--- src/rtl/dmem_arbiter.sv ---
// Two-master data-memory arbiter: IDLE/ACCESS/RESP serialiser with fixed-priority or round-robin
// selection. Optional statistics counters are built when DMEM_ARB_STATS_EN is defined.
module dmem_arbiter #(
   parameter int unsigned MEM_SIZE_WORDS = 1024,
   parameter int unsigned CPU_PRIO       = 1,
   parameter int unsigned MAX_WAIT       = 8
) (
   input  logic        clk,
   input  logic        rst,
   input  logic        c_req,
   input  logic [31:0] c_addr,
   input  logic [31:0] c_wdata,
   input  logic [3:0]  c_wen,
   output logic        c_ack,
   output logic [31:0] c_rdata,
   input  logic        a_req,
   input  logic [31:0] a_addr,
   input  logic [31:0] a_wdata,
   input  logic [3:0]  a_wen,
   output logic        a_ack,
   output logic [31:0] a_rdata,
   output logic        rsp_err,
   output logic [31:0] m_addr,
   output logic [31:0] m_wdata,
   output logic [3:0]  m_wen,
   input  logic [31:0] m_rdata,
   output logic [15:0] stat_cpu_grants,
   output logic [15:0] stat_acc_grants,
   output logic [15:0] stat_conflicts
);

   localparam int unsigned WaitW = $clog2(MAX_WAIT + 1);
   localparam logic [WaitW-1:0] MaxWait = WaitW'(MAX_WAIT);
   localparam logic [32:0] MemBytes = 33'(MEM_SIZE_WORDS) * 33'd4;

   typedef enum logic [1:0] {StIdle, StAccess, StResp} state_e;

   state_e           state_q;
   logic [31:0]      addr_q;
   logic [31:0]      wdata_q;
   logic [3:0]       wen_q;
   logic             owner_acc_q;
   logic             last_acc_q;
   logic [WaitW-1:0] wait_cnt_q;
   logic [31:0]      rsp_q;
   logic             rsp_err_q;
   logic             c_ack_q;
   logic             a_ack_q;

   logic any_req;
   logic acc_pref;
   logic acc_wins;
   logic in_range;

   always_comb begin
      any_req  = c_req | a_req;
      // On a tie: fixed priority yields only to a starved accelerator, round-robin to whoever
      // was not served last.
      acc_pref = (CPU_PRIO != 0) ? (wait_cnt_q == MaxWait) : !last_acc_q;
      acc_wins = a_req & (!c_req | acc_pref);
      in_range = {1'b0, addr_q} < MemBytes;
   end

   assign m_addr  = addr_q;
   assign m_wdata = wdata_q;
   assign m_wen   = (state_q == StAccess && in_range && !rst) ? wen_q : 4'b0000;
   assign c_ack   = c_ack_q;
   assign a_ack   = a_ack_q;
   assign c_rdata = rsp_q;
   assign a_rdata = rsp_q;
   assign rsp_err = rsp_err_q;

   always_ff @(posedge clk) begin
      if (rst) begin
         state_q     <= StIdle;
         addr_q      <= '0;
         wdata_q     <= '0;
         wen_q       <= '0;
         owner_acc_q <= 1'b0;
         last_acc_q  <= 1'b1;
         wait_cnt_q  <= '0;
         rsp_q       <= '0;
         rsp_err_q   <= 1'b0;
         c_ack_q     <= 1'b0;
         a_ack_q     <= 1'b0;
      end else begin
         case (state_q)
            StIdle: begin
               if (any_req) begin
                  owner_acc_q <= acc_wins;
                  last_acc_q  <= acc_wins;
                  addr_q      <= acc_wins ? a_addr  : c_addr;
                  wdata_q     <= acc_wins ? a_wdata : c_wdata;
                  wen_q       <= acc_wins ? a_wen   : c_wen;
                  state_q     <= StAccess;
                  if (acc_wins) begin
                     wait_cnt_q <= '0;
                  end else if (a_req && wait_cnt_q != MaxWait) begin
                     wait_cnt_q <= wait_cnt_q + 1'b1;
                  end
               end
            end
            StAccess: begin
               rsp_q     <= in_range ? m_rdata : 32'h0;
               rsp_err_q <= !in_range;
               c_ack_q   <= !owner_acc_q;
               a_ack_q   <= owner_acc_q;
               state_q   <= StResp;
            end
            StResp: begin
               c_ack_q   <= 1'b0;
               a_ack_q   <= 1'b0;
               rsp_err_q <= 1'b0;
               state_q   <= StIdle;
            end
            default: state_q <= StIdle;
         endcase
      end
   end

`ifdef DMEM_ARB_STATS_EN
   logic [15:0] stat_cpu_q;
   logic [15:0] stat_acc_q;
   logic [15:0] stat_conf_q;
   logic        decide;

   assign decide = (state_q == StIdle) && any_req;

   always_ff @(posedge clk) begin
      if (rst) begin
         stat_cpu_q  <= '0;
         stat_acc_q  <= '0;
         stat_conf_q <= '0;
      end else if (decide) begin
         if (acc_wins) begin
            stat_acc_q <= (stat_acc_q == 16'hFFFF) ? stat_acc_q : stat_acc_q + 16'd1;
         end else begin
            stat_cpu_q <= (stat_cpu_q == 16'hFFFF) ? stat_cpu_q : stat_cpu_q + 16'd1;
         end
         if (c_req && a_req) begin
            stat_conf_q <= (stat_conf_q == 16'hFFFF) ? stat_conf_q : stat_conf_q + 16'd1;
         end
      end
   end

   assign stat_cpu_grants = stat_cpu_q;
   assign stat_acc_grants = stat_acc_q;
   assign stat_conflicts  = stat_conf_q;
`else
   assign stat_cpu_grants = 16'h0;
   assign stat_acc_grants = 16'h0;
   assign stat_conflicts  = 16'h0;
`endif

endmodule

--- config.mk ---
export PLATFORM = sky130hd
export DESIGN_NAME = dmem_arbiter
export DESIGN_NICKNAME = d
export VERILOG_FILES = /design/src/rtl/dmem_arbiter.sv
export SDC_FILE = /design/constraint.sdc
export NUM_CORES = 1
export LEC_CHECK = 0
export ABC_AREA = 1
export BUFFER_PORTS_ARGS = -buffer_cell sky130_fd_sc_hd__buf_2
export CAP_MARGIN = 0
export CORE_AREA = 2 2 137 139
export CTS_CLUSTER_DIAMETER = 80
export DETAILED_ROUTE_END_ITERATION = 7
export DIE_AREA = 0 0 139 141
export HOLD_SLACK_MARGIN = 0.03
export PLACE_DENSITY = 0.73
export SYNTH_ARGS = -nofsm -noshare
export SYNTH_HDL_FRONTEND = slang
export SYNTH_SLANG_ARGS = --single-unit
--- constraint.sdc ---
create_clock -name clk -period 1.59 [get_ports clk]
set_input_delay 0.159 -clock clk [delete_from_list [all_inputs] [get_ports clk]]
set_output_delay 0.159 -clock clk [all_outputs]
set_load 0.005 [all_outputs]
# Word-level counts from Yosys, hierarchy flattened
# Cells that the tools add are included.
[word_totals] elab_cells=44 input_bits=172 ff_bits=110
[classes] n_lt_le_gt_ge=1 mux=12 eq_ne=5 addsub=1 n_reduce_logical=12 n_bitwise=3
[ops] op="$mux 32" n=3
[ops] op="$lt 32x13->1 const B" n=1
[ops] op="$mux 4" n=4
[ops] op="$pmux 1 s2" n=3
[ops] op="$add 4x1->4 const B" n=1
[ops] op="$eq 4x4->1 const B" n=1
[ops] op="$logic_not 1->1" n=4
[ops] op="$ne 4x4->1 const B" n=1
[ops] op="$pmux 2 s2" n=1
[ops] op="$reduce_bool 2->1" n=2
[ops] op="$logic_and 1x1->1" n=3
[ops] op="$reduce_and 3->1" n=1
[ops] op="$eq 2x1->1 const B" n=1
[ops] op="$eq 2x2->1 const B" n=1
[ops] op="$logic_not 2->1" n=1
[ops] op="$mux 2" n=1
[ops] op="$ne 2x2->1 const B" n=1
[ops] op="$or 1x1->1" n=2
[ops] op="$reduce_and 2->1" n=1
[ops] op="$and 1x1->1" n=1

# Logic depth before layout (Yosys ltp)
# Gate-level depths: netlist of the first run.
[logic_depth] depth_word=5 depth_mapped=11 mapped_depth_nobuf=9

# Least setup slack after synthesis of the first run
# No wires, ideal clock.
[synth_path] path_type="flip-flop to flip-flop" start="register state_q[0]" end="register wdata_q[16], in the netlist m_wdata[16]" path_buffers=2 required_time_ns=1.481 path_slack_ns=0.185 arrival_ns=1.296 path_stages_with_launch=11 setup_time_ns=0.109 cell_sequence="dfxtp_1 -> inv_1 -> ha_1 -> inv_1 -> nor2_4 -> buf_4 -> buf_4 -> nor2_1 -> nor2_1 -> nand2_1 -> inv_1"
[synth_between] elab_chain_len=2
[synth_rtl] item="start, declared" line_no="38" source="state_e state_q;"
[synth_rtl] item="start signal, assigned" line_no="75" source="state_q <= StIdle;"
[synth_rtl] item="start signal, assigned" line_no="95" source="state_q <= StAccess;"
[synth_rtl] item="start signal, assigned" line_no="108" source="state_q <= StResp;"
[synth_rtl] item="$logic_not 2->1" line_no="87" source="case (state_q)"
[synth_rtl] item="$reduce_and 2->1 (no source line)"
[synth_rtl] item="end signal, assigned" line_no="93" source="wdata_q <= acc_wins ? a_wdata : c_wdata;"
[synth_rtl] item="end, declared" line_no="40" source="logic [31:0] wdata_q;"
# Every way passes these cells.
# A chain may end at the register's enable or synchronous reset.

# Final worst setup path of the first run
[layout_path] start="register addr_q[26], in the netlist m_addr[26]" end="output m_wen[2]"
[layout_between] elab_chain_len=4
[layout_rtl] item="start, declared" line_no="39" source="logic [31:0] addr_q;"
[layout_rtl] item="start signal, assigned" line_no="92" source="addr_q <= acc_wins ? a_addr : c_addr;"
[layout_rtl] item="$lt 32x13->1" line_no="61" source="in_range = {1'b0, addr_q} < MemBytes;"
[layout_rtl] item="$logic_and 1x1->1 (2 in a row)" line_no="66" source="assign m_wen = (state_q == StAccess && in_range && !rst) ? wen_q : 4'b0000;"
[layout_rtl] item="$mux 4" line_no="66"
[layout_rtl] item="end, declared" line_no="25" source="output logic [3:0] m_wen,"
# Every way passes these cells.

==> results.sh, run 1 <==
export IMPL_drt_iter0_markers=296
export IMPL_hold_viol_final=0
export IMPL_grt_pass1_vias=5643
export IMPL_holdCritPathClass="in -> reg"
export IMPL_synth_area_sq_um=5933
export IMPL_antenna_found_initial=1
export IMPL_power_internal_mw=5.110
export IMPL_dp_hpwl_um=13320
export IMPL_synth_top_area_cell="dfxtp_1"
export IMPL_core_rowCount=50
export IMPL_final_cells=1441
export IMPL_async_flop_share_pct=0
export IMPL_crit_buf_inv=2
export IMPL_crit_family="simple AND/OR/NAND/NOR gates"
export IMPL_critPathSlowestCell="dfxtp_2"
export IMPL_drt_pass1_iterations=5
export IMPL_vias=6473
export IMPL_arrival_ns=1.56
export IMPL_initial_utilization_pct=32.48
export IMPL_rsz0062_at_grt="true"
export IMPL_m1WireLength_um=8454
export IMPL_ys_seq_elements=110
export IMPL_area_growth_pct=40.11
export IMPL_vias_per_cell=4.492
export IMPL_irDropWorstVdd_mv=0.4958
export IMPL_dpl_cell_count=1379
export IMPL_sequentialPowerShare_pct=42.4
export IMPL_gp_congestion=0.8472
export IMPL_synth_top_area_share_pct=37.12
export IMPL_crit_path_max_incr_delay_ns=0.33
export IMPL_regToRegSetupSlack_ns=0.07
export IMPL_synth_main_ff_cell="dfxtp_1"
export IMPL_endpoint_kind="output pin"
export IMPL_track_usage_pct=17.89
export IMPL_status="finished, violations left"
export IMPL_grt_max_degree=61
export IMPL_die_area_sq_um=19600
export IMPL_cts_sinks=110
export IMPL_grt_pass1_wl_um=28260
export IMPL_synth_seq_area_share_pct=37.12
export IMPL_fin_crit_ns=1.720
export IMPL_nFillCells=1843
export IMPL_drc=0
export IMPL_synth_edff_count=0
export IMPL_cts_buffers=9
export IMPL_clock_latency_ns=0.35
export IMPL_wirelength_um=19290
export IMPL_grt_ovfl_total=0
export IMPL_fin_crit_sh_pct=108.1
export IMPL_htree_num_levels=3
export IMPL_crit_path_start_kind="flop"
export IMPL_clockBufferDepth=2
export IMPL_swShare_pct=31.64
export IMPL_maxCapViolCount=0
export IMPL_ant_nets=0
export IMPL_portBuffers=306
export IMPL_wl_met2_um=9099
export IMPL_cp_common_cell="nor2_1"
export IMPL_power_density_nw_per_um2=899.2
export IMPL_timing_fmax_ghz=0.5816
export IMPL_wire_per_inst_um=13.39
export IMPL_ys_types=24
export IMPL_p_comb_share_pct=28.2
export IMPL_p_switching_mw=2.365
export IMPL_synth_area_per_cell_sq_um=6.571
export IMPL_top_layer_used="met4"
export IMPL_fin_skew_ns=0.009609
export IMPL_die_x_um=139
export IMPL_path_clk_slew_ns=0.08
export IMPL_worst_slack_ns=-0.1295
export IMPL_holdWs_ns=0.05534
export IMPL_fp_dieH_um=141
export IMPL_setup_viol=4
export IMPL_synthTopCellsByArea="dfxtp_1, nand3_1, nand2_1, buf_4, nor2_1"
export IMPL_maxSlewViolCount=0
export IMPL_ios=355
export IMPL_yosysWarnings=0
export IMPL_core_area_sq_um=18270
export IMPL_crit_fanout=4
export IMPL_synth_cells=903
export IMPL_p_clk_share_pct=29.4
export IMPL_required_ns=1.43
export IMPL_dr_wl_met3_um=1355
export IMPL_cts_root_buffer="clkbuf_16"
export IMPL_final_nets=1380
export IMPL_violations="negative setup slack"
export IMPL_drive_gt1_share_pct=33.00
export IMPL_worst_setup_path_type="reg -> out"
export IMPL_crit_chain="nor2_1 > nand2_1 > nor2_1 > nand3_2 > inv_4 > nand2_8 > nor2_4 > buf_2"
export IMPL_power_leakage_nw=4.878
export IMPL_cts_tree="built"
## cells in the mapped netlist, types with 2 or more instances
| cell type | instances |
|---|---|
| nand3_1 | 203 |
| nand2_1 | 189 |
| nor2_1 | 140 |
| dfxtp_1 | 110 |
| inv_1 | 89 |
| buf_4 | 87 |
| buf_2 | 30 |
| clkbuf_1 | 15 |
| a21oi_1 | 14 |
| ha_1 | 6 |
| buf_6 | 3 |
| buf_1 | 2 |
| nand2_2 | 2 |
| nor2_4 | 2 |
| nor3_1 | 2 |
## worst paths after layout
| kind | to | startpoint | cells after the start |
|---|---|---|---|
| setup / recovery | m_wen[2] | m_addr[26] | 8 |
| hold / removal | a_rdata[3] | m_rdata[3] | 3 |
| setup reg to reg | a_rdata[6] | m_addr[26] | 10 |
| hold reg to reg | c_ack | c_ack | 2 |
## area by class of cell
type / count / area [sq um] / area share, %
inverter: 91 / 344.1 / 4.139
clock buffer: 10 / 239.0 / 2.875
tap: 234 / 292.8 / 3.522
multi-input combinational: 612 / 2754 / 33.13
clock inverter: 5 / 42.54 / 0.5117
sequential: 110 / 2221 / 26.72
timing repair buffer: 378 / 2417 / 29.08
antenna: 1 / 2.502 / 0.03010
## sequential cells by signal, summed over array words and instances, names as in the netlist
register	cells
m_addr	32
a_ack	1
owner_acc_q	1
state_q	2
a_rdata	32
wait_cnt_q	4
wen_q	4
c_ack	1
rsp_err	1
m_wdata	32
## routing by layer
metal	up-vias	track usage, %
li1	3283	-
met1	2891	21.69
met2	277	31.19
met3	22	4.042
met4	0	6.486
met5	-	0
## tightest hold or removal path, cell delays in order
cell and delay (ns):
buf_2 0.09, nand3_1 0.07, nand2_1 0.06
## logic make-up after synthesis
| group | count (synthesis) | synth area share, % |
|---|---|---|
| simple gates | 539 | 38.80 |
| buf+inv | 228 | 20.94 |
| flops | 110 | 37.12 |
| compound gates | 18 | 1.666 |
| fa+ha+maj | 6 | 1.265 |
| xor+xnor | 1 | 0.1476 |
| other cells | 1 | 0.06320 |
## metrics by stage
stage	area (sq um)	TNS, ns	setup WS, ns	utilization, %	total power [mW]
after floorplan	6110	0	0.1853	-	4.360
after global placement	7381	-0.01003	-0.01003	40.40	5.067
after detailed placement	7381	0	0.004181	40.40	5.104
after CTS	8021	-0.5438	-0.1431	43.91	7.430
after global routing	8310	-1.066	-0.2217	45.49	7.943
final	8313	-0.4599	-0.1295	45.51	7.475
## power groups by stage
| stage | sequential, mW | combinational (mW) | clock [mW] |
|---|---|---|---|
| after floorplan | 3.24 | 1.12 | 0 |
| final | 3.17 | 2.11 | 2.20 |
| after global routing | 3.20 | 2.37 | 2.38 |
| after CTS | 3.17 | 1.96 | 2.30 |
| after detailed placement | 3.23 | 1.87 | 0 |
| after global placement | 3.22 | 1.84 | 0 |
## timing repair
item | 4_1_cts | 5_1_grt
buffers inserted | 3 | 9
hold endpoints to repair | 29 | 0
setup endpoints to repair | 4 | 71
pin swaps | 3 | 10
hold buffers | 29 | 0
resized for setup | 17 | 24
gates cloned | 0 | 5
## placed cells by master (no fill, tap or decap)
cell type / instances
clkbuf_8: 1
nand2_1: 188
diode_2: 1
a21oi_1: 14
o21ai_0: 1
nor2_2: 3
buf_4: 23
buf_2: 305
nand3_1: 200
a211oi_1: 1
buf_6: 2
ha_1: 5
nand4_1: 1
nand3_2: 3
inv_8: 1
clkinv_2: 1
nand2_8: 1
inv_6: 1
dlygate4sd3_1: 29
nor2_4: 7
o21a_1: 1
conb_1: 48
nand2_4: 2
buf_12: 14
dfxtp_2: 12
inv_4: 1
nor3_1: 2
inv_2: 3
xor2_1: 1
clkbuf_16: 14
dfxtp_4: 1
nor2_1: 132
ha_2: 1
inv_1: 86
clkinv_1: 1
clkinv_4: 2
a311oi_1: 1
dfxtp_1: 97
(Power assumes the default switching activity.)
==> inputs of run 2 (changes only) <==
==> config.mk (replaced) <==
export PLATFORM = sky130hd
export DESIGN_NAME = dmem_arbiter
export DESIGN_NICKNAME = d
export VERILOG_FILES = /design/src/rtl/dmem_arbiter.sv
export SDC_FILE = /design/constraint.sdc
export NUM_CORES = 1
export LEC_CHECK = 0
export BUFFER_PORTS_ARGS = -buffer_cell sky130_fd_sc_hd__buf_2
export CAP_MARGIN = 0
export CORE_AREA = 2 2 138 140
export CTS_CLUSTER_DIAMETER = 80
export DETAILED_ROUTE_END_ITERATION = 7
export DIE_AREA = 0 0 140 142
export HOLD_SLACK_MARGIN = 0.03
export PLACE_DENSITY = 0.76
export SYNTH_ARGS = -nofsm -noshare
export SYNTH_HDL_FRONTEND = slang
export SYNTH_SLANG_ARGS = --single-unit
==> run 2 against run 1 <==
Against the previous run: the flow finishes with violations (design-rule violations, negative setup slack); cell area grew 7.1%; sequential cell count is the same; setup slack lost 0.15 ns; die area grew 1.4%; synthesized cell count shrank 22%; non-clock buffer count shrank 11; register-to-register slack lost 0.05 ns; hold slack gained 0.0075 ns; largest power group unchanged.
==> results.sh, run 2 <==
export IMPL_status="finished, violations left"
export IMPL_violations="design-rule violations, negative setup slack"
export IMPL_drt_iter0_markers=362
export IMPL_cts_sinks=110
export IMPL_final_nets=1156
export IMPL_htree_num_levels=3
export IMPL_critPathSlowestCell="nor4_4"
export IMPL_clockBufferDepth=2
export IMPL_clock_latency_ns=0.36
export IMPL_endpoint_kind="output pin"
export IMPL_timing_fmax_ghz=0.5346
export IMPL_die_x_um=140
export IMPL_holdCritPathClass="in -> reg"
export IMPL_crit_path_start_kind="flop"
export IMPL_synth_edff_count=0
export IMPL_portBuffers=306
export IMPL_cts_tree="built"
export IMPL_grt_ovfl_total=0
export IMPL_crit_chain="nor4_4 > nand3_2 > buf_6 > nor4_4 > buf_2"
export IMPL_most_common_layout_cells="buf_2, dfxtp_1, nor2_1"
export IMPL_crit_fanout=4
export IMPL_synth_most_common_cell="dfxtp_1"
export IMPL_synth_top_area_share_pct=34.20
export IMPL_synth_area_per_cell_sq_um=9.159
export IMPL_synth_main_ff_cell="dfxtp_1"
export IMPL_ios=355
export IMPL_grt_pass1_wl_um=31060
export IMPL_drt_pass1_iterations=8
export IMPL_required_ns=1.43
export IMPL_grt_max_degree=54
export IMPL_maxSlewViolCount=0
export IMPL_fin_skew_ns=0.01150
export IMPL_cts_buffers=9
export IMPL_grt_pass1_vias=5950
export IMPL_arrival_ns=1.71
export IMPL_cp_common_cell="nor4_4"
export IMPL_synth_area_sq_um=6439
export IMPL_ys_top_cells_by_count="dfxtp_1, buf_4, nor2_1"
export IMPL_fp_dieH_um=142
export IMPL_async_flop_share_pct=0
export IMPL_synth_top_area_cell="dfxtp_1"
export IMPL_die_area_sq_um=19880
export IMPL_diodes=0
export IMPL_drc=22
export IMPL_finish_instance_area_sq_um=8900
export IMPL_antenna_found_initial=0
export IMPL_ant_nets=0
export IMPL_seq_area_sq_um=2208
export IMPL_synthTopCellsByArea="dfxtp_1, nor4bb_1, buf_4, o21bai_1, a211oi_1"
export IMPL_crit_path_max_incr_delay_ns=0.38
export IMPL_mostFrequentLayoutCell="buf_2"
export IMPL_synth_seq_area_share_pct=34.20
export IMPL_core_area_sq_um=18460
export IMPL_ctsHoldBuffers=0
export IMPL_post_route_util_pct=48.22
export IMPL_fin_crit_sh_pct=117.6
export IMPL_power_leakage_nw=4.109
export IMPL_ys_types=43
export IMPL_irDropWorstVdd_mv=0.4943
export IMPL_vias=6186
export IMPL_power_total_mw=7.866
export IMPL_multi_input_area_sq_um=3774
export IMPL_fin_crit_ns=1.870
export IMPL_post_place_ws_ns=-0.2644
export IMPL_nFillCells=1773
export IMPL_dpl_instance_area_sq_um=8083
export IMPL_ys_seq_elements=110
export IMPL_rsz0062_at_grt="true"
export IMPL_track_usage_pct=19.55
export IMPL_worst_setup_path_type="reg -> out"
export IMPL_cts_root_buffer="clkbuf_16"
export IMPL_gp_congestion=0.8013
export IMPL_yosysWarnings=0
export IMPL_core_rowCount=50
export IMPL_setup_viol=4
export IMPL_initial_utilization_pct=34.89
export IMPL_path_clk_slew_ns=0.08
export IMPL_vias_per_cell=5.083
export IMPL_worst_slack_ns=-0.2805
export IMPL_wirelength_um=21100
export IMPL_wire_per_inst_um=17.34
export IMPL_hold_viol_final=0
export IMPL_power_density_nw_per_um2=883.9
export IMPL_synth_cells=703
export IMPL_drive_gt1_share_pct=48.73
export IMPL_dp_hpwl_um=14990
export IMPL_maxCapViolCount=0
export IMPL_area_growth_pct=38.22
[run 2: changes by cell type in the layout (fill, tap and decap cells not counted), sizes merged, moves of 64 or more]
cell / change
nand2: -152
a211oi: +67
nor4bb: +68
o21bai: +64
nand3: -200
inv: -83
nor2: -69
[run 2: area by class of cell]
| class | instances | area share, % |
|---|---|---|
| well taps | 234 | 3.290 |
| clock buffers | 11 | 2.727 |
| flip-flops and latches | 110 | 24.81 |
| inverters | 9 | 0.3796 |
| clock inverters | 5 | 0.6608 |
| multi-input cells | 481 | 42.40 |
| repair buffers | 367 | 25.73 |
[run 2: final timing paths]
path                            cells past startpoint           from          end  slack, ns
worst max-delay path                                5     m_addr[20]     m_wen[1]      -0.28
worst min-delay path                                2            rst   state_q[1]       0.06
worst max register to register                      6  wait_cnt_q[0]    m_addr[4]       0.02
worst min register to register                      2    owner_acc_q  owner_acc_q       0.47
[run 2: per-layer routing]
metal  global-route usage (%)  routed length [um]  share of wire [%]  vias to the layer above
li1                         -                   -                  -                     2983
met1                    22.81                8825                 42                     2947
met2                    35.29               10630                 50                      243
met3                    5.350                1387                6.6                       13
met4                    5.529                 259                1.2                        0
met5                        0                   0                  0                        -
[run 2: critical path, delay by kind of cell (launching register included)]
family	cells	cell delay, ns
buffers and inverters	2	0.33
flip-flops	1	0.34
AND/OR/NAND/NOR	3	0.68
[run 2: power by group]
group,internal [mW],switching [mW]
combinational,1.14,1.19
sequential,3.01,0.167
clock,1.27,1.09
total,5.42,2.45
[run 2: through the flow]
stage | hold WS [ns] | TNS, ns | cells
global placement | 0.4245 | -0.7618 | 1192
global route | 0.07038 | -3.180 | 1217
CTS | 0.05129 | -1.241 | 1210
detailed placement | 0.4313 | -2.361 | 1192
finish | 0.06286 | -1.090 | 1217
floorplan | 0.3023 | 0 | 750
[run 2: logic make-up (layout without fill, tap and decap cells)]
group / after synthesis / count (layout) / synth area share [%]
compound gates: 181 / 181 / 24.17
fa+ha+maj: 6 / 6 / 1.166
buf+inv: 160 / 392 / 15.45
flops: 110 / 110 / 34.20
other cells: 1 / 48 / 0.05824
mux: 2 / 2 / 0.3109
simple gates: 243 / 244 / 24.64
[run 2: repair_timing]
item                       in CTS  in global routing
gates resized for setup        31                 41
pin swaps                       8                  3
cloned                          0                  4
setup endpoints to repair      76                107
setup buffers                   2                  3
